## config.mk

```make
export PLATFORM = sky130hd
export DESIGN_NAME = slvds_link_scheduler
export DESIGN_NICKNAME = d
export VERILOG_FILES = /design/src/rtl/slvds_pkg.sv /design/src/rtl/slvds_rr_arbiter.sv /design/src/rtl/slvds_link_scheduler.sv
export SDC_FILE = /design/constraint.sdc
export NUM_CORES = 1
export LEC_CHECK = 0
export ABC_AREA = 1
export BUFFER_PORTS_ARGS = -buffer_cell sky130_fd_sc_hd__buf_4
export CORE_MARGIN = 1
export CORE_UTILIZATION = 50
export CTS_BUF_LIST = sky130_fd_sc_hd__clkbuf_8
export DETAILED_ROUTE_END_ITERATION = 8
export PLACE_DENSITY = 0.76
export SLEW_MARGIN = 20
export SYNTH_ARGS = -nofsm -noshare
export SYNTH_HDL_FRONTEND = slang
export SYNTH_SLANG_ARGS = --single-unit
export TNS_END_PERCENT = 1
```

## constraint.sdc

```tcl
create_clock -name clk -period 3.5 [get_ports clk]
set_input_delay 0 -clock clk [delete_from_list [all_inputs] [get_ports clk]]
set_output_delay 0 -clock clk [all_outputs]
set_load 0.02 [all_outputs]
```

## src/rtl/slvds_pkg.sv

```systemverilog
// Shared constants and frame field offsets for the serial-LVDS test link.
package slvds_pkg;

  localparam int unsigned FRAME_LEN = 64;
  localparam int unsigned SYNC_W    = 2;
  localparam logic [1:0]  SYNC      = 2'b11;
  localparam logic        FLAG_DATA = 1'b1;
  localparam logic        FLAG_IDLE = 1'b0;

  // Channel id width: at least one bit even for a two-way link
  function automatic int unsigned ch_width(input int unsigned nch);
    return (nch <= 2) ? 1 : unsigned'($clog2(nch));
  endfunction

  // Channel id starts right after the sync pattern
  function automatic int unsigned id_lsb();
    return SYNC_W;
  endfunction

  // Payload follows the channel id
  function automatic int unsigned data_lsb(input int unsigned ch_w);
    return SYNC_W + ch_w;
  endfunction

  // Data/idle flag follows the payload
  function automatic int unsigned flag_bit(input int unsigned ch_w, input int unsigned data_w);
    return SYNC_W + ch_w + data_w;
  endfunction

  // Even parity bit over id, payload and flag
  function automatic int unsigned par_bit(input int unsigned ch_w, input int unsigned data_w);
    return SYNC_W + ch_w + data_w + 1;
  endfunction

endpackage

```

## src/rtl/slvds_rr_arbiter.sv

```systemverilog
// NCH-way round-robin arbiter; pointer advances past the winner only when enabled.
module slvds_rr_arbiter
  import slvds_pkg::*;
#(
  parameter int unsigned NCH = 4,
  localparam int unsigned CH_W = slvds_pkg::ch_width(NCH)
) (
  input  logic            clk,
  input  logic            rst,
  input  logic [NCH-1:0]  req,
  input  logic            en,
  output logic [NCH-1:0]  gnt,
  output logic [CH_W-1:0] idx,
  output logic            hit
);

  logic [CH_W-1:0] rr;

  // First requester at or after rr, else first requester from channel 0
  always_comb begin
    idx = '0;
    hit = 1'b0;
    for (int unsigned i = 0; i < NCH; i++) begin
      if (!hit && req[i] && (CH_W'(i) >= rr)) begin
        hit = 1'b1;
        idx = CH_W'(i);
      end
    end
    for (int unsigned i = 0; i < NCH; i++) begin
      if (!hit && req[i]) begin
        hit = 1'b1;
        idx = CH_W'(i);
      end
    end
    gnt = (en && hit) ? (NCH'(1) << idx) : '0;
  end

  // Pointer moves to the channel after the winner on an enabled grant
  always_ff @(posedge clk) begin
    if (rst) begin
      rr <= '0;
    end else if (en && hit) begin
      rr <= (32'(idx) == NCH - 1) ? '0 : idx + CH_W'(1);
    end
  end

endmodule

```

## src/rtl/slvds_link_scheduler.sv

```systemverilog
// Shares one serial test link between NCH requesters, one word per frame slot.
module slvds_link_scheduler #(
  parameter int unsigned NCH       = 4,
  parameter int unsigned DATA_W    = 16,
  parameter int unsigned FRAME_LEN = slvds_pkg::FRAME_LEN,
  localparam int unsigned CH_W     = slvds_pkg::ch_width(NCH)
) (
  input  logic                  clk,
  input  logic                  rst,
  input  logic [NCH-1:0]        req_valid,
  input  logic [NCH*DATA_W-1:0] req_data,
  output logic [NCH-1:0]        req_ready,
  input  logic                  idle_fill_en,
  output logic                  q,
  output logic                  frame_start,
  output logic [CH_W-1:0]       grant_id,
  output logic                  frame_is_data
);

  import slvds_pkg::*;

  localparam int unsigned CNT_W    = $clog2(FRAME_LEN);
  localparam int unsigned ID_LSB   = id_lsb();
  localparam int unsigned DATA_LSB = data_lsb(CH_W);
  localparam int unsigned FLAG_BIT = flag_bit(CH_W, DATA_W);
  localparam int unsigned PAR_BIT  = par_bit(CH_W, DATA_W);

  logic [CNT_W-1:0]     cnt;
  logic [FRAME_LEN-1:0] shreg;
  logic [FRAME_LEN-1:0] frame_c;
  logic [DATA_W-1:0]    idle_cnt;
  logic [DATA_W-1:0]    pay_c;
  logic [CH_W-1:0]      id_c;
  logic [CH_W-1:0]      arb_idx;
  logic [NCH-1:0]       arb_gnt;
  logic                 arb_hit;
  logic                 decide_c;
  logic                 send_c;
  logic                 flag_c;

  assign decide_c  = (cnt == '0) && !rst;
  assign req_ready = arb_gnt;

  slvds_rr_arbiter #(.NCH(NCH)) u_arb (
    .clk (clk),
    .rst (rst),
    .req (req_valid),
    .en  (decide_c),
    .gnt (arb_gnt),
    .idx (arb_idx),
    .hit (arb_hit)
  );

  // Next frame image: granted word, idle counter word, or an all-zero empty slot
  always_comb begin
    frame_c = '0;
    id_c    = '0;
    pay_c   = '0;
    flag_c  = FLAG_IDLE;
    send_c  = 1'b0;
    if (arb_hit) begin
      id_c   = arb_idx;
      flag_c = FLAG_DATA;
      send_c = 1'b1;
      for (int unsigned i = 0; i < NCH; i++) begin
        if (arb_idx == CH_W'(i)) pay_c = req_data[i*DATA_W +: DATA_W];
      end
    end else if (idle_fill_en) begin
      pay_c  = idle_cnt;
      send_c = 1'b1;
    end
    if (send_c) begin
      frame_c[SYNC_W-1:0]          = SYNC;
      frame_c[ID_LSB +: CH_W]      = id_c;
      frame_c[DATA_LSB +: DATA_W]  = pay_c;
      frame_c[FLAG_BIT]            = flag_c;
      frame_c[PAR_BIT]             = ^{id_c, pay_c, flag_c};
    end
  end

  // Slot counter, frame load at the decision cycle, serial shift-out and idle counter
  always_ff @(posedge clk) begin
    if (rst) begin
      cnt           <= '0;
      shreg         <= '0;
      q             <= 1'b0;
      frame_start   <= 1'b0;
      grant_id      <= '0;
      frame_is_data <= 1'b0;
      idle_cnt      <= '0;
    end else begin
      cnt         <= (cnt == CNT_W'(FRAME_LEN - 1)) ? '0 : cnt + CNT_W'(1);
      frame_start <= 1'b0;
      if (cnt == '0) begin
        q             <= frame_c[0];
        shreg         <= frame_c >> 1;
        frame_start   <= send_c;
        frame_is_data <= arb_hit;
        if (arb_hit) begin
          grant_id <= arb_idx;
        end else if (idle_fill_en) begin
          idle_cnt <= idle_cnt + DATA_W'(1);
        end
      end else begin
        q     <= shreg[0];
        shreg <= shreg >> 1;
      end
    end
  end

endmodule

```

==> reports/qor.yml <==
core_mm2: 0.00721
final_antenna_net_count: 0
grt-ovfl-total: 0
worstPathArrival_ns: 3.31
layout.area.seq_mm2: 0.00100
globalRouteTotalUtil_pct: 25.8
endpoint_class_of_the_critical_path: "flop"
cts.sink_count: 50
vias_in_the_first_global_route: 3848
p_int_mw: 1.14
num_antenna_cells: 0
syn_area_per_cell_um2: 5.78
floorplan.die_area_mm2: 0.00779
multi_input_comb_area_mm2: 0.00230
finalSetupViolCount: 0
final.period_utilization_pct: 88.8
switching_power_mw: 0.696
ios: 80
min_path_type: "input port to flop"
crit_fanout: 38
cp-endpoint: "shreg[20]"
clock_power_share_pct: 21.6
max_slew.worst_pin.slew_ns: 0.859
cts_max_path_buffers: 2
final_common_cell: "sky130_fd_sc_hd__nand2_1"
outcome: "finished, final reports clean"
die_w_um: 88.3
wirelength_mm: 9.68
fin_tns_setup_ns: 0
power.switching_fraction_pct: 37.9
timing.critical_path.from: "u_arb.rr[0]"
std_cell_rows: 31
synthToLayoutAreaGrowth_pct: 19.9
grt_busiest_layer: "met2"
worst_r2r_path_depth: 22
die_h_um: 88.3
synth_flop_cell: "sky130_fd_sc_hd__dfxtp_1"
hpwl_mm: 7.57
max_cap_viol_count: 0
timing.final.hold_violations: 0
met1_usage_pct: 29.9
route.detailed.wl_per_inst_um: 12.0
ys_types: 38
rrSetupSlack_ns: 0.39
num-nets-final: 787
maxSlewViolCount: 0
worstReg2RegEnd: "shreg[20]"
timing.critical_path.from_type: "flop"
layout.cells.most_common_list: "sky130_fd_sc_hd__nand2_1, sky130_fd_sc_hd__buf_4, sky130_fd_sc_hd__inv_1"
classification_of_the_worst_setup_path: "flop to flop"
r2r-start: "u_arb.rr[0]"
synth_largest_area_cell: "sky130_fd_sc_hd__dfxtp_1"
htreeDepth: 2
grt_antenna_before_repair: 0
violation_count_after_the_first_detailed_routing_iteration: 148
postSynthRegisterBits: 50
path_clk_slew_ns: 0.09
synth_fp_nets: 722
async_reset_ff_share_pct: 0
grt_setup_unrepaired: "no"
fillerInstances: 730
number_of_warnings_reported_in_the_yosys_synthesis_log: 0
total_leakage_power_nw: 2.38
syn_inst: 644
sequentialPowerShare_pct: 35.1
drive_above_1_share_pct: 18.5
relSlewSlack_pct: 42.7
power.share.combinational_pct: 43.3
tritoncts: "yes"
seq_area_frac_synth_pct: 26.9
use_met2_pct: 47.0
tritoncts.num_buffers: 5
cts_root_buf: "sky130_fd_sc_hd__clkbuf_8"
use_met3_pct: 4.01
fin_total_pwr_mw: 1.84
power.ir.vdd_worst_v: 0.000309
synth_largest_type_area_fraction_pct: 26.9
first_pass_grt_wire_length_mm: 16.1
syn_area_mm2: 0.00372
finClkSkew_ns: 0.00746
required_ns: 3.70
worst_skew_pair.late_latency_ns: 0.30
place_congestion: 0.905
fmaxAchievable_mhz: 322
buffer_ports.inserted: 79
synth_edf_count: 0
largest_net_degree_at_the_start_of_global_routing: 39
viasPerCell: 5.11
initial_core_utilization_pct: 51.6
total_iterations_of_the_first_detailed_routing_run: 5
route.detailed.drc: 0
fin_crit_ns: 3.11
via_count: 4131
p_per_area_mw_per_mm2: 412
synthTopCellsByArea: "sky130_fd_sc_hd__dfxtp_1, sky130_fd_sc_hd__nand2_1, sky130_fd_sc_hd__nand3_1"
[power by group through the flow]
stage	Combinational (mW)	Sequential, mW	Clock, mW
2_1_floorplan	0.581	0.662	0
3_3_place_gp	0.771	0.656	0
3_5_place_dp	0.792	0.657	0
4_1_cts	0.796	0.644	0.406
5_1_grt	0.915	0.650	0.428
6_report	0.796	0.644	0.397
[synthesized netlist by cell type (2+ instances only)]
cell type / number
sky130_fd_sc_hd__dfxtp_1: 50
sky130_fd_sc_hd__and3_1: 2
sky130_fd_sc_hd__inv_2: 5
sky130_fd_sc_hd__o21ai_0: 29
sky130_fd_sc_hd__nor3b_1: 2
sky130_fd_sc_hd__nor3_1: 7
sky130_fd_sc_hd__or2_1: 4
sky130_fd_sc_hd__nor4_1: 2
sky130_fd_sc_hd__buf_2: 14
sky130_fd_sc_hd__inv_1: 71
sky130_fd_sc_hd__ha_1: 7
sky130_fd_sc_hd__nor2_4: 3
sky130_fd_sc_hd__buf_6: 2
sky130_fd_sc_hd__o211ai_1: 6
sky130_fd_sc_hd__nand4_1: 3
sky130_fd_sc_hd__clkbuf_1: 8
sky130_fd_sc_hd__buf_1: 2
sky130_fd_sc_hd__a31oi_1: 4
sky130_fd_sc_hd__o21ai_1: 4
sky130_fd_sc_hd__or2_2: 17
sky130_fd_sc_hd__nor2_2: 2
sky130_fd_sc_hd__nand3_1: 68
sky130_fd_sc_hd__nor2_1: 24
sky130_fd_sc_hd__nand2_2: 5
sky130_fd_sc_hd__a21oi_1: 32
sky130_fd_sc_hd__nand2_1: 259
[cell families (layout without fill, tap and decap cells)]
kind of cell	Yosys count	after routing	synth area share, %
AND/OR/NAND/NOR	402	402	47.2
flip-flops	50	50	26.9
buffers and inverters	104	170	11.5
AO/OA/AOI/OAI	81	81	12.1
adder cells (fa/ha/maj)	7	7	2.35
[how the worst min path moves through the flow]
| stage | from | end | slack, ns | cells after the start |
|---|---|---|---|---|
| 2_1_floorplan | req_valid[2] | idle_cnt[0] | 0.25 | 3 |
| 3_3_place_gp | rst | shreg[2] | 0.27 | 2 |
| 3_5_place_dp | rst | grant_id[1] | 0.27 | 2 |
| 4_1_cts | req_data[48] | shreg[3] | 0.15 | 5 |
| 5_1_grt | idle_fill_en | shreg[18] | 0.21 | 3 |
| 6_report | req_data[48] | shreg[3] | 0.17 | 5 |
[metrics by stage]
step | setup WS, ns | utilization, % | hold slack [ns] | std cells | cell area, um2
after detailed placement | 0.294 | 60.1 | 0.271 | 800 | 4340
final | 0.391 | 61.9 | 0.166 | 809 | 4460
after CTS | 0.276 | 61.8 | 0.150 | 809 | 4460
after floorplan | 0.655 | - | 0.253 | 644 | 3720
after global placement | 0.404 | 60.1 | 0.270 | 800 | 4340
after global routing | 0.0490 | 61.9 | 0.214 | 809 | 4460
[flip-flops by register name (all words and copies together) (netlist names)]
name and flops:
cnt 6, frame_start 1, u_arb.rr 2, shreg 21, grant_id 2, frame_is_data 1
q 1, idle_cnt 16
[worst max-delay path: stages (launching register included)]
cell and delay [ns]:
sky130_fd_sc_hd__dfxtp_1 0.37, sky130_fd_sc_hd__nand2_2 0.09, sky130_fd_sc_hd__a21oi_4 0.20, sky130_fd_sc_hd__nand2_1 0.11, sky130_fd_sc_hd__or2_1 0.22, sky130_fd_sc_hd__o21ai_2 0.26, sky130_fd_sc_hd__ha_1 0.28, sky130_fd_sc_hd__inv_4 0.15
sky130_fd_sc_hd__or2_2 0.31, sky130_fd_sc_hd__nand2_1 0.12, sky130_fd_sc_hd__inv_1 0.06, sky130_fd_sc_hd__nand2_1 0.06, sky130_fd_sc_hd__nand2_1 0.10, sky130_fd_sc_hd__nand2_1 0.07, sky130_fd_sc_hd__nand2_1 0.05, sky130_fd_sc_hd__nand2_1 0.06
sky130_fd_sc_hd__nand2_1 0.06, sky130_fd_sc_hd__nand2_1 0.06, sky130_fd_sc_hd__inv_1 0.03, sky130_fd_sc_hd__nor2_1 0.15, sky130_fd_sc_hd__nand3_1 0.10, sky130_fd_sc_hd__nand2_1 0.08, sky130_fd_sc_hd__nor2_2 0.03
[final cells by class]
type	count	share of cell area, %
Multi-Input combinational cell	490	51.4
Sequential cell	50	22.4
Timing Repair Buffer	85	14.4
Clock buffer	5	1.54
Clock inverter	3	0.897
Inverter	77	6.56
Tap cell	99	2.78
[what timing repair did]
item                                    4_1_cts  5_1_grt
endpoints found under the hold margin         8        0
resized for setup                             0        4
hold buffers                                  1        0
setup buffers                                 0        0
endpoints found under the setup margin        0        1
[per-layer routing]
| layer | up-vias | share of wire (%) |
|---|---|---|
| li1 | 2159 | - |
| met3 | 28 | 3.1 |
| met4 | 0 | 3.5 |
| met1 | 1861 | 44 |
| met5 | - | 0 |
| met2 | 83 | 50 |
Note: power is estimated with default switching activity, not from simulation.
